===== src/rtl/spu_sm_exp_sum_reci_if.sv =====
// Handshake bundle between the exp unit, the exp-sum/reciprocal stage and the normalise stage.
// The master side drives rows and exp values; the slave side returns the reciprocal.
interface spu_sm_exp_sum_reci_if #(
    parameter int DIN_W  = 8,
    parameter int LEN_W  = 10,
    parameter int SUM_W  = 18,
    parameter int RECI_W = 16
) ();
    logic              start;
    logic [LEN_W-1:0]  row_len;
    logic              din_valid;
    logic [DIN_W-1:0]  din_q;
    logic              din_ready;
    logic              busy;
    logic [SUM_W-1:0]  sum_q;
    logic              reci_valid;
    logic              reci_ready;
    logic [RECI_W-1:0] reci_q;
    logic              reci_sat;
    logic              div_zero;

    modport master (
        output start, row_len, din_valid, din_q, reci_ready,
        input  din_ready, busy, sum_q, reci_valid, reci_q, reci_sat, div_zero
    );

    modport slave (
        input  start, row_len, din_valid, din_q, reci_ready,
        output din_ready, busy, sum_q, reci_valid, reci_q, reci_sat, div_zero
    );
endinterface


===== src/rtl/spu_sm_exp_sum_reci.sv =====
// Softmax row stage: sums the exp values of one row, then forms the saturated reciprocal
// 2^RECI_SHIFT / sum with a bit-serial restoring divider (one quotient bit per clock).
module spu_sm_exp_sum_reci #(
    parameter int DIN_W      = 8,
    parameter int LEN_W      = 10,
    parameter int SUM_W      = 18,
    parameter int RECI_SHIFT = 24,
    parameter int RECI_W     = 16
) (
    input  logic                  core_clk,
    input  logic                  rst,
    spu_sm_exp_sum_reci_if.slave  bus
);
    localparam int CNT_W = $clog2(RECI_SHIFT + 1);
    localparam int REM_W = SUM_W + 1;
    localparam int QUO_W = RECI_SHIFT + 1;

    typedef enum logic [1:0] {
        IDLE = 2'd0,
        ACC  = 2'd1,
        DIV  = 2'd2,
        DONE = 2'd3
    } state_t;

    state_t            state_r;
    state_t            state_s;
    logic [LEN_W-1:0]  row_len_r;
    logic [LEN_W-1:0]  elem_cnt_r;
    logic [SUM_W-1:0]  sum_r;
    logic [REM_W-1:0]  rem_r;
    logic [QUO_W-1:0]  quo_r;
    logic [CNT_W-1:0]  bit_cnt_r;
    logic [RECI_W-1:0] reci_r;
    logic              sat_r;
    logic              zero_r;

    logic              accept_s;
    logic              last_s;
    logic              num_bit_s;
    logic [REM_W-1:0]  rem_shift_s;
    logic              q_bit_s;
    logic [REM_W-1:0]  rem_next_s;
    logic [QUO_W-1:0]  quo_next_s;
    logic              quo_ovf_s;

    // Handshake qualifiers for the accumulate phase
    always_comb begin
        accept_s = (state_r == ACC) && bus.din_valid;
        last_s   = accept_s && (elem_cnt_r == (row_len_r - LEN_W'(1)));
    end

    // One restoring-divide step; the numerator is a single 1 at bit RECI_SHIFT
    always_comb begin
        num_bit_s   = (bit_cnt_r == CNT_W'(RECI_SHIFT));
        rem_shift_s = {rem_r[REM_W-2:0], num_bit_s};
        q_bit_s     = (rem_shift_s >= {1'b0, sum_r});
        if (q_bit_s) begin
            rem_next_s = rem_shift_s - {1'b0, sum_r};
        end else begin
            rem_next_s = rem_shift_s;
        end
        quo_next_s = {quo_r[QUO_W-2:0], q_bit_s};
        quo_ovf_s  = |quo_next_s[QUO_W-1:RECI_W];
    end

    // Next-state decode
    always_comb begin
        state_s = state_r;
        case (state_r)
            IDLE: begin
                if (bus.start) begin
                    if (bus.row_len == LEN_W'(0)) begin
                        state_s = DONE;
                    end else begin
                        state_s = ACC;
                    end
                end else begin
                    state_s = IDLE;
                end
            end
            ACC: begin
                if (last_s) begin
                    state_s = DIV;
                end else begin
                    state_s = ACC;
                end
            end
            DIV: begin
                if ((sum_r == SUM_W'(0)) || (bit_cnt_r == CNT_W'(0))) begin
                    state_s = DONE;
                end else begin
                    state_s = DIV;
                end
            end
            DONE: begin
                if (bus.reci_ready) begin
                    state_s = IDLE;
                end else begin
                    state_s = DONE;
                end
            end
            default: state_s = IDLE;
        endcase
    end

    // State register
    always_ff @(posedge core_clk) begin
        if (rst) begin
            state_r <= IDLE;
        end else begin
            state_r <= state_s;
        end
    end

    // Row sum, divider and result registers
    always_ff @(posedge core_clk) begin
        if (rst) begin
            row_len_r  <= LEN_W'(0);
            elem_cnt_r <= LEN_W'(0);
            sum_r      <= SUM_W'(0);
            rem_r      <= REM_W'(0);
            quo_r      <= QUO_W'(0);
            bit_cnt_r  <= CNT_W'(0);
            reci_r     <= RECI_W'(0);
            sat_r      <= 1'b0;
            zero_r     <= 1'b0;
        end else begin
            case (state_r)
                IDLE: begin
                    if (bus.start) begin
                        sum_r      <= SUM_W'(0);
                        elem_cnt_r <= LEN_W'(0);
                        if (bus.row_len == LEN_W'(0)) begin
                            reci_r <= '1;
                            sat_r  <= 1'b1;
                            zero_r <= 1'b1;
                        end else begin
                            row_len_r <= bus.row_len;
                            reci_r    <= RECI_W'(0);
                            sat_r     <= 1'b0;
                            zero_r    <= 1'b0;
                        end
                    end
                end
                ACC: begin
                    if (accept_s) begin
                        sum_r      <= sum_r + SUM_W'(bus.din_q);
                        elem_cnt_r <= elem_cnt_r + LEN_W'(1);
                        if (last_s) begin
                            rem_r     <= REM_W'(0);
                            quo_r     <= QUO_W'(0);
                            bit_cnt_r <= CNT_W'(RECI_SHIFT);
                        end
                    end
                end
                DIV: begin
                    if (sum_r == SUM_W'(0)) begin
                        reci_r <= '1;
                        sat_r  <= 1'b1;
                        zero_r <= 1'b1;
                    end else begin
                        rem_r     <= rem_next_s;
                        quo_r     <= quo_next_s;
                        bit_cnt_r <= bit_cnt_r - CNT_W'(1);
                        if (bit_cnt_r == CNT_W'(0)) begin
                            if (quo_ovf_s) begin
                                reci_r <= '1;
                                sat_r  <= 1'b1;
                            end else begin
                                reci_r <= quo_next_s[RECI_W-1:0];
                                sat_r  <= 1'b0;
                            end
                        end
                    end
                end
                DONE: begin
                    reci_r <= reci_r;
                end
                default: begin
                    reci_r <= reci_r;
                end
            endcase
        end
    end

    assign bus.din_ready  = (state_r == ACC);
    assign bus.busy       = (state_r != IDLE);
    assign bus.reci_valid = (state_r == DONE);
    assign bus.sum_q      = sum_r;
    assign bus.reci_q     = reci_r;
    assign bus.reci_sat   = sat_r;
    assign bus.div_zero   = zero_r;
endmodule


===== src/flat_wrapper.sv =====
// flat-port wrapper written by rule: the top's interface ports become plain ports
module spu_sm_exp_sum_reci_flat 
#(
    parameter int DIN_W      = 8,
    parameter int LEN_W      = 10,
    parameter int SUM_W      = 18,
    parameter int RECI_SHIFT = 24,
    parameter int RECI_W     = 16
)
  (core_clk, rst, bus_start, bus_row_len, bus_din_valid, bus_din_q, bus_reci_ready, bus_din_ready, bus_busy, bus_sum_q, bus_reci_valid, bus_reci_q, bus_reci_sat, bus_div_zero);
  spu_sm_exp_sum_reci_if #(.DIN_W(DIN_W), .LEN_W(LEN_W), .SUM_W(SUM_W), .RECI_W(RECI_W)) bus_i ();
  input  logic core_clk;
  input  logic rst;
  input wire logic [$bits(bus_i.start)-1:0] bus_start;
  input wire logic [$bits(bus_i.row_len)-1:0] bus_row_len;
  input wire logic [$bits(bus_i.din_valid)-1:0] bus_din_valid;
  input wire logic [$bits(bus_i.din_q)-1:0] bus_din_q;
  input wire logic [$bits(bus_i.reci_ready)-1:0] bus_reci_ready;
  output wire logic [$bits(bus_i.din_ready)-1:0] bus_din_ready;
  output wire logic [$bits(bus_i.busy)-1:0] bus_busy;
  output wire logic [$bits(bus_i.sum_q)-1:0] bus_sum_q;
  output wire logic [$bits(bus_i.reci_valid)-1:0] bus_reci_valid;
  output wire logic [$bits(bus_i.reci_q)-1:0] bus_reci_q;
  output wire logic [$bits(bus_i.reci_sat)-1:0] bus_reci_sat;
  output wire logic [$bits(bus_i.div_zero)-1:0] bus_div_zero;
  assign bus_i.start = bus_start;
  assign bus_i.row_len = bus_row_len;
  assign bus_i.din_valid = bus_din_valid;
  assign bus_i.din_q = bus_din_q;
  assign bus_i.reci_ready = bus_reci_ready;
  assign bus_din_ready = bus_i.din_ready;
  assign bus_busy = bus_i.busy;
  assign bus_sum_q = bus_i.sum_q;
  assign bus_reci_valid = bus_i.reci_valid;
  assign bus_reci_q = bus_i.reci_q;
  assign bus_reci_sat = bus_i.reci_sat;
  assign bus_div_zero = bus_i.div_zero;
  spu_sm_exp_sum_reci #(.DIN_W(DIN_W), .LEN_W(LEN_W), .SUM_W(SUM_W), .RECI_SHIFT(RECI_SHIFT), .RECI_W(RECI_W)) u_core (.core_clk(core_clk), .rst(rst), .bus(bus_i));
endmodule

===== config.mk =====
export PLATFORM = sky130hd
export DESIGN_NAME = spu_sm_exp_sum_reci_flat
export DESIGN_NICKNAME = d
export VERILOG_FILES = /design/src/rtl/spu_sm_exp_sum_reci_if.sv /design/src/rtl/spu_sm_exp_sum_reci.sv /design/src/flat_wrapper.sv
export SDC_FILE = /design/constraint.sdc
export NUM_CORES = 1
export LEC_CHECK = 0
export CAP_MARGIN = 10
export CORE_MARGIN = 2
export CORE_UTILIZATION = 61
export CTS_BUF_LIST = sky130_fd_sc_hd__clkbuf_8
export DETAILED_ROUTE_END_ITERATION = 16
export DONT_BUFFER_PORTS = 1
export PLACE_DENSITY = 0.84
export SLEW_MARGIN = 20
export SYNTH_ARGS = -nofsm -noshare
export SYNTH_HDL_FRONTEND = slang
export SYNTH_SLANG_ARGS = --single-unit

===== constraint.sdc =====
create_clock -name core_clk -period 4.8 [get_ports core_clk]
set_input_delay 1.2 -clock core_clk [delete_from_list [all_inputs] [get_ports core_clk]]
set_output_delay 1.2 -clock core_clk [all_outputs]
set_load 0.01 [all_outputs]

Word-level counts from Yosys, hierarchy flattened
Index checks and enable logic that the tools add are counted.
{"block": "totals", "ff_bits": 105, "input_bits": 23, "output_inout_bits": 39, "wordCells": 84}
{"block": "op_classes", "add_sub_neg": 5, "n_lt_le_gt_ge": 1, "n_eq_ne": 11, "mux": 39, "bitwise_logic": 1, "n_reduce_logical": 17}
{"operator": "$mux W18", "n": 6}
{"operator": "$mux W16", "n": 5}
{"operator": "$mux W24", "n": 3}
{"operator": "$pmux W18 S2", "n": 2}
{"operator": "$pmux W24 S2", "n": 1}
{"operator": "$pmux W16 S2", "n": 1}
{"operator": "$mux W10", "n": 2}
{"operator": "$pmux W10 S2", "n": 1}
{"operator": "$ge A19 B18 Y1", "n": 1}
{"operator": "$add A18 B8 Y18", "n": 1}
{"operator": "$logic_not A18 Y1", "n": 1}
{"operator": "$sub A18 B18 Y18", "n": 1}
{"operator": "$mux W5", "n": 3}
{"operator": "$reduce_and A3 Y1", "n": 4}
{"operator": "$add A10 B1 Y10 const B", "n": 1}
{"operator": "$eq A10 B10 Y1", "n": 1}
{"operator": "$logic_not A10 Y1", "n": 1}
{"operator": "$pmux W5 S2", "n": 1}
{"operator": "$sub A10 B1 Y10 const B", "n": 1}
{"operator": "$reduce_or A9 Y1", "n": 1}
{"operator": "$mux W2", "n": 4}
{"operator": "$pmux W2 S4", "n": 1}
{"operator": "$reduce_bool A2 Y1", "n": 4}
{"operator": "$mux W1", "n": 7}
{"operator": "other kinds (14)", "n": 20}

Depth between registers and ports, before layout
{"block": "logic_depth", "ltp_word": 6, "mapped_depth": 14, "depth_no_buf": 13}

Worst setup path before layout
OpenSTA, ideal clock, no wires.
{"block": "synth_path", "path_kind": "in2reg", "start": "in bus_din_q[0]", "end": "reg u_core.sum_r[10] (netlist: u_core.bus.sum_q[10])", "setup_time_ns": 0.129, "arrival_time_ns": 3.079, "required_ns": 4.671, "setup_slack_ns": 1.593, "cell_stages": 9, "path_buffers": 0, "cell_sequence": "ha_1 fa_1 a21o_1 a21oi_1 o21bai_1 a2111oi_2 nor3_1 xnor2_1 nor2_1"}
{"block": "synth_between", "elab_chain_cells": 3}
{"item": "start, declared", "line": "flat_wrapper.sv:17", "rtl": "input wire logic [$bits(bus_i.din_q)-1:0] bus_din_q;"}
{"item": "$add A18 B8 Y18", "line": "spu_sm_exp_sum_reci.sv:147", "rtl": "sum_r <= sum_r + SUM_W'(bus.din_q);"}
{"item": "$mux W18", "line": "spu_sm_exp_sum_reci.sv:146", "rtl": "if (accept_s) begin"}
{"item": "$pmux W18 S2", "line": "spu_sm_exp_sum_reci.sv:128", "rtl": "case (state_r)"}
{"item": "end signal, assigned", "line": "spu_sm_exp_sum_reci.sv:147"}
{"item": "end, declared", "line": "spu_sm_exp_sum_reci.sv:29", "rtl": "logic [SUM_W-1:0] sum_r;"}
Every way passes these cells. The select of a mux whose other input is x is not followed.
A chain may end at the register's enable or synchronous reset.

Worst setup path in the final report
{"block": "layout_path", "start": "reg u_core.bit_cnt_r[0]", "end": "reg u_core.rem_r[16]"}
{"block": "layout_between", "elab_chain_cells": 5, "elab_cells_between_ends": 6}
{"item": "start, declared", "line": "spu_sm_exp_sum_reci.sv:32", "rtl": "logic [CNT_W-1:0] bit_cnt_r;"}
{"item": "start signal, assigned", "line": "spu_sm_exp_sum_reci.sv:152", "rtl": "bit_cnt_r <= CNT_W'(RECI_SHIFT);"}
{"item": "start signal, assigned", "line": "spu_sm_exp_sum_reci.sv:164", "rtl": "bit_cnt_r <= bit_cnt_r - CNT_W'(1);"}
{"item": "$eq A5 B5 Y1 *", "line": "spu_sm_exp_sum_reci.sv:54", "rtl": "num_bit_s = (bit_cnt_r == CNT_W'(RECI_SHIFT));"}
{"item": "$sub A18 B18 Y18 or $ge A19 B18 Y1 (tied branches)", "line": "spu_sm_exp_sum_reci.sv:58, spu_sm_exp_sum_reci.sv:56"}
{"item": "$mux W18 *", "line": "spu_sm_exp_sum_reci.sv:57", "rtl": "if (q_bit_s) begin"}
{"item": "$mux W18 *", "line": "spu_sm_exp_sum_reci.sv:157", "rtl": "if (sum_r == SUM_W'(0)) begin"}
{"item": "$pmux W18 S2 *", "line": "spu_sm_exp_sum_reci.sv:128"}
{"item": "end signal, assigned", "line": "spu_sm_exp_sum_reci.sv:162", "rtl": "rem_r <= rem_next_s;"}
{"item": "end, declared", "line": "spu_sm_exp_sum_reci.sv:30", "rtl": "logic [REM_W-1:0] rem_r;"}
Mark *: on every way between the ends. The rest lies on a longest branch, timed or not. The select of a mux whose other input is x is not followed.

==> flow_summary.toml <==
[die]
num_io_pins = 62
num_rows = 36
die_w_um = 104
dieHeight_um = 104
core_sq_um = 9730
die_area_sq_um = 10800
start_util = 0.628

[clock_network]
cts_hold_buffers = 0
cts_tree = "done"
clkSlewWorstSetupHoldPaths_ns = 0.11
clk_path_buf_depth = 2
clock_latency_ns = 0.40
cts-root-buf = "clkbuf_8"
cts.htree.levels = 3
postCtsSetupRepairBufs = 0
cts.sinks = 105
cts_resized = 0
numCtsBuffers = 9

[global_routing]
grt_max_degree = 72
grt_pass1_wl_um = 23300
first_global_vias = 5132
gr-total-overflow = 0
antenna_found_initial = 0
track_usage = 0.257

[synthesis]
synthArstFlopShare = 0
synth-seq-cells = 105
syn_inst = 716
synth_area_leaders = "dfxtp_1 34%, ha_1 6.1%, nor2_1 6.1%"
synth_top_area_frac = 0.344
synth-main-ff-cell = "dfxtp_1"
ys_types = 84
yosysWarnings = 0
synth_edf_count = 0
syn_nets = 771
seq_area_frac_synth = 0.344
syn_avg_cell_area_sq_um = 8.53
yosys.area.top_type = "dfxtp_1"
synth_area_sq_um = 6110

[timing]
hold_viol = 0
slew_headroom = 0.264
period_share = 0.715
fin_skew_ns = 0.0124
slew_viol_final = 0
final-setup-viol-count = 0
period_needed_ns = 3.43
rsz0062_at_grt = "false"
finalSetupTns_ns = 0
max_slew.worst_pin.slew_ns = 1.10
whs_ns = 0.481
max_freq_ghz = 0.292

[setup_path]
worst_path_largest_cell_delay_ns = 0.41
path_class = "reg2reg"
cp.required_ns = 5.06
endpoint_kind = "register"
crit_fanout = 4
worstPathCellList = "inv_1 > ha_1 > nor2b_1 > nand3_1 > ha_1 > fa_1 > nor2b_1 > o2111ai_1 > a31oi_1 > a221oi_1 > and4b_1 > o31ai_1 > o21ai_0"
crit_family = "compound AO/OA/AOI/OAI gates"
cp_slowest_cell = "fa_1"
startpoint_type = "register"
worst-path-buf-inv = 1
critPathArrivalTime_ns = 3.69

[status]
status = "finished clean"

[finish]
area.sequential_sq_um = 2100
multiInputGateArea_sq_um = 3710
layoutNonFillerInstCount = 831
final_cell_area_sq_um = 6310
area_growth_pct = 3.26
final_nets = 748
diodes = 0
fill_cells = 801
drive_gt1_frac = 0.0659

[min_path]
hold_path_class = "reg2reg"

[power_and_ir_drop]
cellLeakagePower_uw = 0.00240
ir_worst_vdd_mv = 0.263
power.density_nw_per_um2 = 265
finalPower_uw = 1670

[job]
drv_cap = 0

[route]
routed_wl_um = 13800
via_count = 5181
ant_nets = 0
drtPass1Iterations = 5
drcViolationCount = 0
wl_per_cell_um = 16.7
drt_iter0_drc = 343
viasPerCell = 6.23

[placement]
dp.cells = 815
gp_congestion = 0.888
placed_area_sq_um = 6100
hpwl_um = 9830
io_buffers = 0
cell usage after synthesis, types with 13 or more instances:
master	instances
mux2i_1	37
o22ai_1	15
a21oi_1	31
clkbuf_1	16
o21ai_0	24
dfxtp_1	105
xnor2_1	26
nand3_1	19
xor2_1	16
inv_1	32
a22oi_1	13
nor2_1	99
ha_1	30
nor3_1	22
nand2_1	47
and2_1	18
worst reg2reg max path, delay by kind of cell (launching register included):
family | cells | cell delay, ns
AO/OA/AOI/OAI | 5 | 1.24
flip-flops | 1 | 0.35
adder cells (fa/ha/maj) | 3 | 0.80
buffers and inverters | 1 | 0.08
AND/OR/NAND/NOR | 4 | 0.82
state kept, by name, summed over array words and instances (netlist names):
| signal | cells |
|---|---|
| u_core.elem_cnt_r | 10 |
| u_core.bus.reci_sat | 1 |
| u_core.bus.sum_q | 18 |
| u_core.state_r | 2 |
| u_core.bus.div_zero | 1 |
| u_core.rem_r | 18 |
| u_core.bus.reci_q | 16 |
| u_core.row_len_r | 10 |
| u_core.quo_r | 24 |
| u_core.bit_cnt_r | 5 |
layout by cell type, fill, tap and decap left out, drive strengths merged, types with 18 or more instances in the layout:
cell     n
xnor2   27
nor2   100
inv     35
nor3    22
nand3   20
o21ai   28
and2    18
mux2i   37
ha      30
a21oi   35
nand2   47
dfxtp  105
worst paths after layout:
kind / endpoint / slack (ns) / start / cells past startpoint
max: u_core.rem_r[16] / 1.37 / u_core.bit_cnt_r[0] / 13
min: u_core.rem_r[17] / 0.48 / u_core.rem_r[17] / 2
max reg2reg: u_core.rem_r[16] / 1.37 / u_core.bit_cnt_r[0] / 13
min reg2reg: u_core.rem_r[17] / 0.48 / u_core.rem_r[17] / 2
kinds of logic after synthesis:
family                     Yosys count  share of synthesized area
xor gates and xnor gates            43                     0.0629
AOI/OAI and AO/OA                  152                      0.180
DFF                                105                      0.344
and+or+nand+nor                    277                      0.228
muxes                               40                     0.0674
adders and majority gates           32                     0.0680
buffers and inverters               67                     0.0494
stage by stage:
stage | setup slack, ns | utilization
after global routing | 1.16 | 0.648
after floorplan | 1.59 | -
after detailed placement | 1.33 | 0.627
final | 1.37 | 0.648
after CTS | 1.42 | 0.648
after global placement | 1.41 | 0.627
per-layer routing:
metal	routed length, um	part of all wire	GRT usage
met1	5900	0.43	0.296
met2	6910	0.50	0.456
met3	751	0.054	0.0652
met4	274	0.020	0.0975
met5	0	0	0
cell type report:
cell class                 count  area share
clock inverter                 7      0.0127
tap                          133      0.0264
multi-input combinational    544       0.588
sequential                   105       0.333
timing repair buffer           1     0.00119
clock buffer                   9      0.0196
inverter                      32      0.0190
power breakdown:
| part | total (uW) | switching, uW | internal [uW] |
|---|---|---|---|
| Clock | 559 | 352 | 207 |
| Sequential | 914 | 25.5 | 888 |
| Combinational | 199 | 114 | 84.9 |
(Power assumes the default switching activity.)
